### src/rtl/spi_xfer_ctrl.sv
`default_nettype none
// ============================================================================
// spi_xfer_ctrl : one SPI transfer per TX FIFO word, result pushed to RX FIFO
// Revision      : 1.0
// ============================================================================
module spi_xfer_ctrl #(
   parameter int DATA_W = 32
) (
   input  logic              clk,
   input  logic              reset,
   input  logic              enable,
   input  logic [4:0]        word_size,
   input  logic [3:0]        cs_auto,
   input  logic [3:0]        cs_enable,
   input  logic [1:0]        cs_select,
   input  logic [7:0]        mode,
   input  logic              baud_tick,
   input  logic              tx_empty,
   input  logic [DATA_W-1:0] tx_data,
   output logic              tx_pop,
   input  logic              rx_full,
   output logic [DATA_W-1:0] rx_data,
   output logic              rx_push,
   output logic              rx_ovf,
   output logic              spi_clk,
   output logic              spi_tx,
   input  logic              spi_rx,
   output logic [3:0]        spi_cs_n,
   output logic              busy
);

   typedef enum logic [2:0] {
      S_IDLE  = 3'd0,
      S_SETUP = 3'd1,
      S_SHIFT = 3'd2,
      S_HOLD  = 3'd3,
      S_PUSH  = 3'd4,
      S_GAP   = 3'd5
   } state_t;

   state_t              state_q, state_d;
   logic [DATA_W-1:0]   txsr_q, txsr_d;
   logic [DATA_W-1:0]   rxsr_q, rxsr_d;
   logic [DATA_W-1:0]   rx_data_q, rx_data_d;
   logic [4:0]          nm1_q, nm1_d;
   logic [1:0]          sel_q, sel_d;
   logic                cpol_q, cpol_d;
   logic                cpha_q, cpha_d;
   logic [5:0]          edge_q, edge_d;
   logic                spi_clk_q, spi_clk_d;
   logic                spi_tx_q, spi_tx_d;
   logic [3:0]          cs_n_q, cs_n_d;
   logic                busy_q, busy_d;

   logic                w_start;
   logic                w_cpol_sel;
   logic                w_cpha_sel;
   logic [DATA_W-1:0]   w_aligned;
   logic                w_last;
   logic                w_sample;
   logic                w_drive;
   logic                w_xfer_d;

   assign w_start    = (state_q == S_IDLE) && enable && !tx_empty && !reset;
   assign w_cpol_sel = mode[{cs_select, 1'b1}];
   assign w_cpha_sel = mode[{cs_select, 1'b0}];
   // Left-align the N-bit word so MOSI always comes from the shift register MSB.
   assign w_aligned  = tx_data << (5'd31 - word_size);
   // edge_q is the zero-based index of the edge the next tick generates.
   assign w_last     = (edge_q == {nm1_q, 1'b1});
   assign w_sample   = (edge_q[0] == cpha_q);
   assign w_drive    = cpha_q ? (!edge_q[0] && (edge_q != 6'd0))
                              : (edge_q[0] && !w_last);

   always_comb begin
      state_d   = state_q;
      txsr_d    = txsr_q;
      rxsr_d    = rxsr_q;
      rx_data_d = rx_data_q;
      nm1_d     = nm1_q;
      sel_d     = sel_q;
      cpol_d    = cpol_q;
      cpha_d    = cpha_q;
      edge_d    = edge_q;
      spi_clk_d = spi_clk_q;
      spi_tx_d  = spi_tx_q;
      cs_n_d    = 4'hF;
      w_xfer_d  = 1'b0;

      case (state_q)
         S_IDLE: begin
            spi_clk_d = w_cpol_sel;
            if (w_start) begin
               state_d  = S_SETUP;
               nm1_d    = word_size;
               sel_d    = cs_select;
               cpol_d   = w_cpol_sel;
               cpha_d   = w_cpha_sel;
               spi_tx_d = w_aligned[DATA_W-1];
               txsr_d   = w_aligned << 1;
               rxsr_d   = '0;
               edge_d   = '0;
            end
         end
         S_SETUP, S_SHIFT: begin
            if (baud_tick) begin
               spi_clk_d = ~spi_clk_q;
               edge_d    = edge_q + 6'd1;
               if (w_sample) begin
                  rxsr_d = {rxsr_q[DATA_W-2:0], spi_rx};
               end
               if (w_drive) begin
                  spi_tx_d = txsr_q[DATA_W-1];
                  txsr_d   = txsr_q << 1;
               end
               if (state_q == S_SETUP) begin
                  state_d = S_SHIFT;
               end else if (w_last) begin
                  state_d = S_HOLD;
               end
            end
         end
         S_HOLD: begin
            if (baud_tick) begin
               state_d   = S_PUSH;
               rx_data_d = rxsr_q;
            end
         end
         S_PUSH: begin
            state_d = S_GAP;
         end
         S_GAP: begin
            if (baud_tick) begin
               state_d = S_IDLE;
            end
         end
         default: begin
            state_d = S_IDLE;
         end
      endcase

      // Losing enable abandons the word outright: no push, clock parked at CPOL.
      if ((state_q != S_IDLE) && !enable) begin
         state_d   = S_IDLE;
         spi_clk_d = cpol_q;
         rx_data_d = rx_data_q;
      end

      w_xfer_d = (state_d == S_SETUP) || (state_d == S_SHIFT) ||
                 (state_d == S_HOLD)  || (state_d == S_PUSH);
      for (int i = 0; i < 4; i++) begin
         cs_n_d[i] = cs_auto[i] ? !(w_xfer_d && (sel_d == 2'(i))) : !cs_enable[i];
      end
      busy_d = (state_d != S_IDLE);
   end

   always_ff @(posedge clk or posedge reset) begin
      if (reset) begin
         state_q   <= S_IDLE;
         txsr_q    <= '0;
         rxsr_q    <= '0;
         rx_data_q <= '0;
         nm1_q     <= '0;
         sel_q     <= '0;
         cpol_q    <= 1'b0;
         cpha_q    <= 1'b0;
         edge_q    <= '0;
         spi_clk_q <= 1'b0;
         spi_tx_q  <= 1'b0;
         cs_n_q    <= 4'hF;
         busy_q    <= 1'b0;
      end else begin
         state_q   <= state_d;
         txsr_q    <= txsr_d;
         rxsr_q    <= rxsr_d;
         rx_data_q <= rx_data_d;
         nm1_q     <= nm1_d;
         sel_q     <= sel_d;
         cpol_q    <= cpol_d;
         cpha_q    <= cpha_d;
         edge_q    <= edge_d;
         spi_clk_q <= spi_clk_d;
         spi_tx_q  <= spi_tx_d;
         cs_n_q    <= cs_n_d;
         busy_q    <= busy_d;
      end
   end

   assign tx_pop   = w_start;
   assign rx_push  = (state_q == S_PUSH) && enable && !rx_full;
   assign rx_ovf   = (state_q == S_PUSH) && enable && rx_full;
   assign rx_data  = rx_data_q;
   assign spi_clk  = spi_clk_q;
   assign spi_tx   = spi_tx_q;
   assign spi_cs_n = cs_n_q;
   assign busy     = busy_q;

endmodule
`default_nettype wire

### config.mk
export PLATFORM = sky130hd
export DESIGN_NAME = spi_xfer_ctrl
export DESIGN_NICKNAME = d
export VERILOG_FILES = /design/src/rtl/spi_xfer_ctrl.sv
export SDC_FILE = /design/constraint.sdc
export NUM_CORES = 1
export LEC_CHECK = 0
export CAP_MARGIN = 0
export CORE_MARGIN = 1.5
export CORE_UTILIZATION = 25
export CTS_BUF_LIST = sky130_fd_sc_hd__clkbuf_2 sky130_fd_sc_hd__clkbuf_4 sky130_fd_sc_hd__clkbuf_8
export DETAILED_ROUTE_END_ITERATION = 7
export SLEW_MARGIN = 15
export SYNTH_ARGS = -nofsm -noshare
export SYNTH_HDL_FRONTEND = slang
export SYNTH_SLANG_ARGS = --single-unit
export TNS_END_PERCENT = 20
### constraint.sdc
create_clock -name clk -period 4.9 [get_ports clk]
set_input_delay 0.49 -clock clk [delete_from_list [all_inputs] [get_ports clk]]
set_output_delay 0.49 -clock clk [all_outputs]
set_load 0.01 [all_outputs]
==> Implementation_results.wiki <==
{| class="wikitable"
! Metric !! Value
|-
| Post-synthesis cell type count || 62
|-
| Result of the run || completed
|-
| Post-DR vias/cell || 4.73
|-
| Area of the placeable core || 27900 um2
|-
| Initial core utilization || 0.255
|-
| Utilization after layout || 0.317
|-
| Critical Path Max Stage Delay || 890 ps
|-
| Worst min path class || flip-flop to flip-flop
|-
| Area of the die || 29400 um2
|-
| Via count || 5253
|-
| First-pass GRT wire length || 26.8 mm
|-
| Max Buffers Root-to-Sink || 2
|-
| Max-cap violations || 0
|-
| Hold-critical path depth || 2
|-
| Count of flip-flops with a built-in enable after synthesis || 0
|-
| Post-layout nets || 784
|-
| Startpoint of the worst register-to-register path || state_q[2]
|-
| Number of instances in the synthesized netlist || 636
|-
| TritonCTS clock tree || yes
|-
| Post-cts hold buffer count || 0
|-
| Drt first pass iters || 4
|-
| Quantity of I/O buffers inserted on ports || 103
|-
| Total Routed Length || 16.2 mm
|-
| Antenna violations before repair || 0
|-
| Type of destination of the critical path || flip-flop
|-
| Worst-case hold path end point || rxsr_q[31]
|-
| Routability congestion estimate || 0.835
|-
| Slew margin rel. || 0.285
|-
| Site Rows || 61
|-
| Synthesized cell area || 7090 um2
|-
| Met2 demand-to-capacity share in global routing || 0.184
|-
| Count of state elements after synthesis || 120
|-
| Commonest cells after routing, fill and taps aside || 116 x dfrtp_1, 102 x clkdlybuf4s50_1, 99 x nand2_1
|-
| Sum of negative setup slack || 0 ps
|-
| Dominant synthesized flop cell || dfrtp_1
|-
| Pin count of the biggest net entering global routing || 65
|-
| Critical path cell sequence || inv_1, o221a_2, a41oi_1, and2_2, mux2_2
|-
| Width of the die || 171 um
|-
| Grt met1 use || 0.151
|-
| Worst Max-Slew Pin Slew || 1070 ps
|-
| Maximum vdd ir drop || 0.000171 V
|-
| Period utilisation layout || 0.656
|-
| WL per Instance || 14.5 um
|-
| Register-to-Register Path Depth || 5
|-
| Critical path's top delay family || flip-flops
|-
| Met3 Use GR || 0.0301
|-
| Number of sinks on the clock net || 120
|-
| Launch point of the worst hold path || rxsr_q[31]
|-
| Proportion of layout cells with a drive suffix above 1 || 0.231
|-
| Sequential fraction of the synthesis area || 0.424
|-
| LEAKAGE || 3.70 nW
|-
| GRT Max-Usage Layer || met2
|-
| DRT antenna net count || 0
|-
| Warnings from Yosys || 0
|-
| Post-CTS setup buffer count || 0
|-
| Chip Height || 171 um
|-
| Detailed router's first-iteration violation count || 389
|-
| Most common library cell in the layout ignoring fill and taps || dfrtp_1
|-
| Filler Cell Count || 2836
|-
| Signal arrival time at the worst endpoint || 3540 ps
|-
| Clock transition time at the flip-flop clock pins of the worst setup and hold paths || 70 ps
|-
| RSZ-0062 raised after global routing || false
|-
| Post-route DRC violation count || 0
|-
| Maximum achievable frequency || 311 MHz
|-
| Worst clock skew || 8.74 ps
|-
| Slowest cell on crit path || dfrtp_1
|-
| Worst-path fanout max || 33
|-
| Final number of hold-violating endpoints || 0
|-
| RR Endpoint || txsr_q[25]
|-
| Sum of overflow across all layers after global routing || 0
|-
| Buffer and inverter count on the worst path || 1
|-
| Number of diodes added for antenna fixing || 0
|-
| Worst Setup Start Kind || flip-flop
|-
| Worst setup path category || flip-flop to flip-flop
|-
| Mean instance size in the synthesized netlist || 11.2 um2
|-
| Post-DP HPWL || 11.6 mm
|-
| Clock insertion delay at the later pin of the skew report || 440 ps
|-
| Final setup violation count || 0
|-
| Slack of the worst reg-to-reg path || 1690 ps
|-
| Multi-input gate area || 3800 um2
|-
| Combined global-route utilization of all metal layers || 0.117
|-
| Final period demand of the worst path || 3210 ps
|-
| Fin. max-slew vios || 0
|-
| Vias in the first global route || 5174
|-
| Root buffer cell || clkbuf_8
|-
| Post-Syn Nets || 700
|-
| Area growth from synthesis to layout || 24.5%
|-
| Crit path required time || 5230 ps
|-
| H-tree Lvls || 4
|-
| Flip-flop and latch area || 3010 um2
|-
| Async set or reset register ratio after synthesis || 1.00
|-
| Post-cts repair resize count || 0
|-
| PwrDens || 327 nW/um2
|-
| Top-level I/O count || 104
|-
| Cts bufs inserted || 17
|}
## per-layer routing
layer  vias up  wire [um]
met5         -          0
met4         0        329
met3        20        739
met2       143       7670
met1      2582       7420
li1       2508          -
## synth_stat cells (4+ instances only)
library cell / count / share of area
o31ai_1: 4 / 0.0042
a21oi_1: 11 / 0.0078
buf_2: 12 / 0.0085
mux4_2: 33 / 0.10
a31oi_1: 7 / 0.0062
nor3_1: 7 / 0.0049
nor3b_1: 4 / 0.0042
nor2_1: 23 / 0.012
nand3_1: 13 / 0.0092
buf_6: 4 / 0.0064
and2_1: 4 / 0.0035
o22ai_1: 5 / 0.0044
o2bb2ai_1: 4 / 0.0049
xor2_1: 8 / 0.0099
inv_1: 12 / 0.0064
o221ai_1: 5 / 0.0062
o21ai_0: 53 / 0.037
clkbuf_1: 26 / 0.014
a22oi_1: 6 / 0.0064
dfrtp_1: 116 / 0.41
mux2i_1: 29 / 0.041
nand2_1: 99 / 0.052
mux2_4: 24 / 0.051
dfstp_2: 4 / 0.015
a22o_1: 6 / 0.0074
mux2_2: 57 / 0.091
nor2b_1: 9 / 0.0079
## layout make-up
cell class	count	share of cell area
Multi-Input combinational cell	456	0.431
Sequential cell	120	0.341
Timing Repair Buffer	112	0.124
Tap cell	378	0.0536
Clock buffer	21	0.0313
Clock inverter	11	0.0140
Inverter	13	0.00581
## cells by family (layout without fill, tap and decap cells)
family,Yosys count,after routing,share of synthesized area
flops,120,120,0.424
simple gates,176,176,0.114
compound gates,124,124,0.114
mux,143,143,0.287
xor+xnor,10,10,0.0124
fa+ha+maj,3,3,0.00494
buf+inv,60,157,0.0438
## per-stage QoR
| step | hold slack, ps | instance area, um2 | total power [mW] | setup WS [ps] | std cells |
|---|---|---|---|---|---|
| 2_1_floorplan | 446 | 7090 | 1.80 | 1230 | 636 |
| 3_3_place_gp | 476 | 8430 | 2.00 | 1450 | 1079 |
| 3_5_place_dp | 476 | 8430 | 2.00 | 1350 | 1079 |
| 4_1_cts | 495 | 8830 | 2.92 | 1690 | 1111 |
| 5_1_grt | 519 | 8830 | 3.06 | 1520 | 1111 |
| 6_report | 490 | 8830 | 2.88 | 1690 | 1111 |
## flip-flops by register name, summed over array words and instances, names as in the netlist
name      count
spi_clk       1
busy          1
spi_cs_n      4
nm1_q         5
state_q       3
cpol_q        1
sel_q         2
spi_tx        1
edge_q        6
rx_data      32
cpha_q        1
rxsr_q       32
txsr_q       31
## worst reg2reg max path, cell delays in order, from the launching register on
cell and delay, ps:
dfrtp_1 890, inv_1 240, o221a_2 260, a41oi_1 400, and2_2 890, mux2_2 430
## where the power goes
| part | total (mW) | switching, mW | internal [mW] |
|---|---|---|---|
| Sequential | 1.24 | 0.105 | 1.14 |
| Combinational | 0.742 | 0.350 | 0.391 |
| Clock | 0.898 | 0.409 | 0.489 |
| Total | 2.88 | 0.864 | 2.02 |
## how the worst max path moves through the flow
| stage | start | to | slack, ps | cells after the start |
|---|---|---|---|---|
| finish | state_q[2] | txsr_q[25] | 1690 | 5 |
| global route | state_q[2] | txsr_q[25] | 1520 | 5 |
| CTS | state_q[2] | txsr_q[25] | 1690 | 5 |
| detailed placement | baud_tick | txsr_q[28] | 1350 | 6 |
| global placement | baud_tick | txsr_q[25] | 1450 | 6 |
| floorplan | reset | busy | 1230 | 1 |
(Power assumes the default switching activity.)
